<file path="src/rtl/hazard_forward_unit.sv">
// EX-stage forwarding select and stall/bubble/flush generator with a shadow of ID/EX, EX/MEM, MEM/WB fields.
// Optional HAZARD_STATS_EN adds saturating stall_count / flush_count outputs.
module hazard_forward_unit #(
  parameter int unsigned REG_BITS  = 5,
  parameter int unsigned STAT_BITS = 16
) (
  input  logic                clk,
  input  logic                reset,
  input  logic                id_valid,
  input  logic [REG_BITS-1:0] id_rs,
  input  logic [REG_BITS-1:0] id_rt,
  input  logic                id_uses_rs,
  input  logic                id_uses_rt,
  input  logic [REG_BITS-1:0] id_dst,
  input  logic                id_reg_write,
  input  logic                id_mem_read,
  input  logic                ex_branch_taken,
  output logic [1:0]          ForwardA,
  output logic [1:0]          ForwardB,
  output logic                stall,
  output logic                bubble_id_ex,
  output logic                flush_if_id
`ifdef HAZARD_STATS_EN
  ,
  output logic [STAT_BITS-1:0] stall_count,
  output logic [STAT_BITS-1:0] flush_count
`endif
);

  logic [REG_BITS-1:0] r_ex_rs;
  logic [REG_BITS-1:0] r_ex_rt;
  logic [REG_BITS-1:0] r_ex_dst;
  logic                r_ex_wr;
  logic                r_ex_mr;
  logic                r_ex_use_rs;
  logic                r_ex_use_rt;
  logic [REG_BITS-1:0] r_mem_dst;
  logic                r_mem_wr;
  logic [REG_BITS-1:0] r_wb_dst;
  logic                r_wb_wr;

  logic w_load_use;
  logic w_mem_match_rs;
  logic w_mem_match_rt;
  logic w_wb_match_rs;
  logic w_wb_match_rt;

  // Register 0 is hardwired, so a writer of $0 never produces a forward.
  assign w_mem_match_rs = r_mem_wr && (r_mem_dst != '0) && (r_mem_dst == r_ex_rs) && r_ex_use_rs;
  assign w_mem_match_rt = r_mem_wr && (r_mem_dst != '0) && (r_mem_dst == r_ex_rt) && r_ex_use_rt;
  assign w_wb_match_rs  = r_wb_wr  && (r_wb_dst  != '0) && (r_wb_dst  == r_ex_rs) && r_ex_use_rs;
  assign w_wb_match_rt  = r_wb_wr  && (r_wb_dst  != '0) && (r_wb_dst  == r_ex_rt) && r_ex_use_rt;

  assign w_load_use = r_ex_mr && r_ex_wr && (r_ex_dst != '0) && id_valid &&
                      ((id_uses_rs && (id_rs == r_ex_dst)) ||
                       (id_uses_rt && (id_rt == r_ex_dst)));

  always_comb begin
    ForwardA = 2'b00;
    ForwardB = 2'b00;
    if (w_mem_match_rs) begin
      ForwardA = 2'b10;
    end else if (w_wb_match_rs) begin
      ForwardA = 2'b01;
    end
    if (w_mem_match_rt) begin
      ForwardB = 2'b10;
    end else if (w_wb_match_rt) begin
      ForwardB = 2'b01;
    end
  end

  // A taken branch squashes the ID instruction, so any load-use stall is moot.
  always_comb begin
    stall        = w_load_use && !ex_branch_taken;
    bubble_id_ex = w_load_use || ex_branch_taken;
    flush_if_id  = ex_branch_taken;
  end

  always_ff @(posedge clk) begin
    if (reset) begin
      r_ex_rs     <= '0;
      r_ex_rt     <= '0;
      r_ex_dst    <= '0;
      r_ex_wr     <= 1'b0;
      r_ex_mr     <= 1'b0;
      r_ex_use_rs <= 1'b0;
      r_ex_use_rt <= 1'b0;
      r_mem_dst   <= '0;
      r_mem_wr    <= 1'b0;
      r_wb_dst    <= '0;
      r_wb_wr     <= 1'b0;
    end else begin
      r_mem_dst <= r_ex_dst;
      r_mem_wr  <= r_ex_wr;
      r_wb_dst  <= r_mem_dst;
      r_wb_wr   <= r_mem_wr;
      if (bubble_id_ex) begin
        r_ex_rs     <= '0;
        r_ex_rt     <= '0;
        r_ex_dst    <= '0;
        r_ex_wr     <= 1'b0;
        r_ex_mr     <= 1'b0;
        r_ex_use_rs <= 1'b0;
        r_ex_use_rt <= 1'b0;
      end else begin
        r_ex_rs     <= id_rs;
        r_ex_rt     <= id_rt;
        r_ex_dst    <= id_dst;
        r_ex_wr     <= id_valid && id_reg_write;
        r_ex_mr     <= id_valid && id_mem_read;
        r_ex_use_rs <= id_valid && id_uses_rs;
        r_ex_use_rt <= id_valid && id_uses_rt;
      end
    end
  end

`ifdef HAZARD_STATS_EN
  logic [STAT_BITS-1:0] r_stall_count;
  logic [STAT_BITS-1:0] r_flush_count;

  always_ff @(posedge clk) begin
    if (reset) begin
      r_stall_count <= '0;
      r_flush_count <= '0;
    end else begin
      if (stall && (r_stall_count != '1)) begin
        r_stall_count <= r_stall_count + STAT_BITS'(1);
      end
      if (flush_if_id && (r_flush_count != '1)) begin
        r_flush_count <= r_flush_count + STAT_BITS'(1);
      end
    end
  end

  assign stall_count = r_stall_count;
  assign flush_count = r_flush_count;
`else
  logic [STAT_BITS-1:0] w_stats_unused;
  assign w_stats_unused = '0;
`endif

endmodule

</file>
<file path="config.mk">
export PLATFORM = sky130hd
export DESIGN_NAME = hazard_forward_unit
export DESIGN_NICKNAME = d
export VERILOG_FILES = /design/src/rtl/hazard_forward_unit.sv
export SDC_FILE = /design/constraint.sdc
export NUM_CORES = 1
export LEC_CHECK = 0
export CORE_MARGIN = 1
export CORE_UTILIZATION = 50
export DETAILED_ROUTE_END_ITERATION = 10
export GPL_TIMING_DRIVEN = 0
export HOLD_SLACK_MARGIN = 0.1
export PLACE_DENSITY = 0.79
export SYNTH_ARGS = -nofsm -noshare
export SYNTH_HDL_FRONTEND = slang
export SYNTH_SLANG_ARGS = --single-unit
export TNS_END_PERCENT = 5
</file>
<file path="constraint.sdc">
create_clock -name clk -period 3.4 [get_ports clk]
set_input_delay 0.51 -clock clk [delete_from_list [all_inputs] [get_ports clk]]
set_output_delay 0.51 -clock clk [all_outputs]
set_load 0.05 [all_outputs]
</file>
== Word level (Yosys, flattened, before mapping) ==
Index checks and enable logic that the tools add are counted.
Widths: inputs -> output; s select.
Cells by class
  eq/ne operators: 6
  muxes and demuxes: 4
  reductions and logical operators: 28
Operators by type and width (number)
  $eq 5x5->1: 6
  $logic_and 1x1->1: 21
  $reduce_bool 5->1: 3
  $mux 2: 2
  $logic_or 1x1->1: 2
  $mux 1: 2
  $reduce_or 2->1: 1
  $logic_not 1->1: 1
Storage, ports and cells
  output and inout bits: 7
  bits of input ports: 23
  logic and storage cells: 49
  flip-flop bits (word level): 31

== Longest topological paths before layout ==
  depth in word-level cells: 6
  depth in mapped cells: 5
  mapped depth without buffers: 4

== Least setup slack after synthesis ==
Ideal clock, no wire load.
  path type: register to output
  start point: reg r_mem_dst[1]
  end point: out ForwardA[0]
  buffers on the path: 0
  slack: 0.731 ns
  required time: 2.890 ns
  stages on the path, launching flop included: 5
  data arrival time: 2.159 ns
  path through: dfxtp_1 -> or4_1 -> o21ai_2 -> nor3_1 -> nor3_1
On the way
  cells in the longest elaborated chain, start to end: 5
  elaborated cells between the ends (all ways): 6
  classes of those cells: eq/ne (1); mux (1); reduce/logical (4)
RTL lines
  start: declaration: RTL line 37  | logic [REG_BITS-1:0] r_mem_dst;
  start signal: assignment: RTL line 94  | r_mem_dst <= r_ex_dst;
  $reduce_bool 5->1: RTL line 49  | assign w_mem_match_rs = r_mem_wr && (r_mem_dst != '0) && (r_mem_dst == r_ex_rs) && r_ex_use_rs;
  $logic_and 1x1->1: RTL line 49
  $logic_and 1x1->1 * (2 in a row): RTL line 49
  via w_mem_match_rs: RTL line 43  | logic w_mem_match_rs;
  $mux 2 *: RTL line 61  | if (w_mem_match_rs) begin
  end: declaration: RTL line 18  | output logic [1:0] ForwardA,
Mark *: on every way through the listed nets, which the timed path passes. The rest lies on a longest branch.

== Worst setup path after layout ==
  start point: in id_valid
  end point: out stall
On the way
  cells in the longest elaborated chain, start to end: 3
RTL lines
  start: declaration: RTL line 9  | input logic id_valid,
  $logic_and 1x1->1 (2 in a row): RTL line 54  | assign w_load_use = r_ex_mr && r_ex_wr && (r_ex_dst != '0) && id_valid &&
  $logic_and 1x1->1: RTL line 75  | stall = w_load_use && !ex_branch_taken;
  end: declaration: RTL line 20  | output logic stall,
Every way passes these cells.

==> metrics.md <==
| Metric | Value |
|---|---|
| Via count of the first global-routing pass | `1,069` |
| First-pass GRT wire length | `4590 µm` |
| CP Max Fanout | `10` |
| Yosys top cell area share | `0.460` |
| Worst reg2reg startpoint | `r_ex_dst[3]` |
| Commonest cells post-synth | `dfxtp_1, xnor2_1, nand2_1, a21oi_1, nor2b_1` |
| First-pass DRT Iterations | `4` |
| FF-to-FF path depth | `5` |
| Setup violations, final | `0` |
| Setup CP Type | `input pin to output port` |
| Post-route design area | `1730 µm²` |
| LEAKAGE | `0.655 nW` |
| Post-synthesis cell count | `146` |
| Top_reg_cell synth | `dfxtp_1` |
| GPL Wtd Cong | `0.947` |
| Max frequency | `313 MHz` |
| Critical Path Start Type | `input pin` |
| Max Cap Viol | `0` |
| Worst Skew | `0.00953 ns` |
| # nets final | `205` |
| Hold Crit Class | `flop to flop` |
| Status | `completed` |
| Final Critical Period | `3.19 ns` |
| GRT Util Overall | `0.229` |
| FF/Latch Area | `621 µm²` |
| Die area | `2910 µm²` |
| Die height | `53.9 µm` |
| Layout cells sized above 1 | `0.0769` |
| Sink Count | `31` |
| Reg2Reg Setup Slack | `1.79 ns` |
| Number of synthesized flops with an enable pin | `0` |
| I/O pins | `30` |
| FF-to-FF End | `r_ex_rs[0]` |
| Layout Utilization | `0.687` |
| Synth area leader | `dfxtp_1` |
| CTS Buf Count | `5` |
| Site row count | `18` |
| Setup_tns | `0 ns` |
| Relative slew slack | `0.569` |
| Synthesized area | `1350 µm²` |
| Area delta synth->final | `28.5%` |
| Post-DP HPWL | `2210 µm` |
| Via count | `1,116` |
| H-Tree Depth | `2` |
| Synth unique cells | `22` |
| Worst Tran Pin Value | `0.644 ns` |
| Most frequent cell after synthesis | `dfxtp_1` |
| Chip Width | `53.9 µm` |
| CTS Hold Bufs | `0` |
| Asr flop ratio synth | `0` |
| DRC violations left | `0` |
| Seq cells post-synth | `31` |
| Top post-synthesis cells by area | `dfxtp_1, xnor2_1, a21oi_1` |
| Root Buffer | `clkbuf_4` |
| Maximum clock path buffer count | `2` |
| CTS tree | `done` |
| DRT Wirelength | `2740 µm` |
| Initial Util | `0.535` |
| Synth warn | `0` |
| CP arrival | `2.68 ns` |
| Worst hold start | `r_mem_wr` |
| Cell area power density | `399 nW/µm²` |
| Via density | `5.26` |
| Mean post-synth cell area | `9.24 µm²` |
| # fillers | `207` |
| Maximum VDD drop | `0.299 mV` |
| N_diodes | `0` |
| Syn nets | `169` |
| WHS Endpoint | `r_wb_wr` |
| Worst-skew pair later-pin latency | `0.32 ns` |
| I/O Buffers | `29` |
| Largest net degree at the start of global routing | `11` |
| GR Overflow Total | `0` |
| Number of antenna violations at the first check in global routing | `0` |
| Final period utilization | `0.939` |
| Post-route ant nets | `0` |
| Hold Path Depth | `1` |
| Max-slew violations | `0` |
| Reg clk slew, reported paths | `0.09 ns` |
| DRT iter0 DRCs | `23` |
| Final count of hold timing violations | `0` |
| Placed Area | `1680 µm²` |
| Resized Gates After CTS | `0` |
| Post-CTS setup repair buffer count | `0` |
| Area of the multi-input gates | `683 µm²` |
| RSZ-0062 raised after global routing | `no` |
| DR WL/cell | `12.9 µm` |
| Crit path required time | `2.89 ns` |
| Sequential area share after synthesis | `0.460` |
| CP endpoint kind | `output port` |
| Core box area | `2520 µm²` |
cells by family after synthesis:
logic type,count (synthesis),share of synthesized area
compound gates,25,0.118
xor+xnor,30,0.195
flops,31,0.460
simple gates,52,0.194
buf+inv,8,0.0334
where the power goes:
group | total [mW] | switching [mW] | internal (mW) | leakage [nW]
Sequential | 0.386 | 0.0113 | 0.374 | 0.253
Clock | 0.215 | 0.119 | 0.0957 | 0.0341
Combinational | 0.0914 | 0.0397 | 0.0517 | 0.368
critical path, cell delays in order:
cell and delay (ns):
clkdlybuf4s50_1 0.55, nand3_1 0.12, a21oi_2 0.37, inv_1 0.13, nor3_1 0.17, clkdlybuf4s50_1 0.83
through the flow:
| stage | cells | hold WS, ns | worst slack (ns) | power (mW) |
|---|---|---|---|---|
| global placement | 205 | 0.466 | 0.225 | 0.483 |
| floorplan | 146 | 0.438 | 0.731 | 0.441 |
| finish | 212 | 0.480 | 0.208 | 0.692 |
| CTS | 212 | 0.481 | 0.215 | 0.694 |
| global route | 212 | 0.493 | 0.108 | 0.728 |
| detailed placement | 205 | 0.468 | 0.223 | 0.486 |
layer usage:
layer / wire length, µm / vias up / GRT usage
met4: 88 / 0 / 0.114
met2: 1320 / 37 / 0.385
li1: - / 565 / -
met1: 1190 / 503 / 0.254
met5: 0 / - / 0
met3: 133 / 11 / 0.0791
how the worst max path moves through the flow:
stage | startpoint | to | slack, ns
after floorplan | r_mem_dst[1] | ForwardA[0] | 0.73
after global placement | id_rt[3] | bubble_id_ex | 0.23
after detailed placement | id_rt[3] | bubble_id_ex | 0.22
after CTS | id_rt[3] | bubble_id_ex | 0.21
after global routing | id_rt[4] | bubble_id_ex | 0.11
final | id_valid | stall | 0.21
flip-flops by register name, summed over array words and instances (netlist names):
register,flops
r_ex_use_rt,1
r_ex_rt,5
r_ex_dst,5
r_mem_wr,1
r_ex_use_rs,1
r_wb_dst,5
r_ex_wr,1
r_mem_dst,5
r_ex_rs,5
r_ex_mr,1
r_wb_wr,1
layout by cell type, fill, tap and decap left out:
cell / synthesis / routed
o2111a_1: 2 / 2
nand4_1: 4 / 4
or4_1: 2 / 2
o21ai_0: 1 / 1
nor3_1: 6 / 6
clkbuf_4: 0 / 5
a21oi_2: 1 / 1
nand3_1: 5 / 5
inv_1: 1 / 1
clkbuf_8: 0 / 1
o22ai_2: 1 / 1
buf_4: 4 / 4
xnor2_1: 22 / 22
nor2_1: 2 / 2
nor2b_1: 12 / 12
nand2_1: 19 / 19
o21ai_2: 1 / 1
xor2_1: 8 / 8
o22a_1: 1 / 1
clkbuf_1: 3 / 3
clkdlybuf4s50_1: 0 / 29
nor4_1: 2 / 2
clkinv_2: 0 / 1
a21o_1: 1 / 1
dfxtp_1: 31 / 31
a21oi_1: 17 / 17
final cells by class:
cell class / instances / share of cell area
buffer: 7 / 0.0238
clock buffer: 6 / 0.0296
clock inverter: 1 / 0.00289
inverter: 1 / 0.00217
multi-input combinational: 107 / 0.394
sequential: 31 / 0.358
tap: 30 / 0.0217
timing repair buffer: 29 / 0.168
No activity file was read; power rests on OpenSTA's default activity.
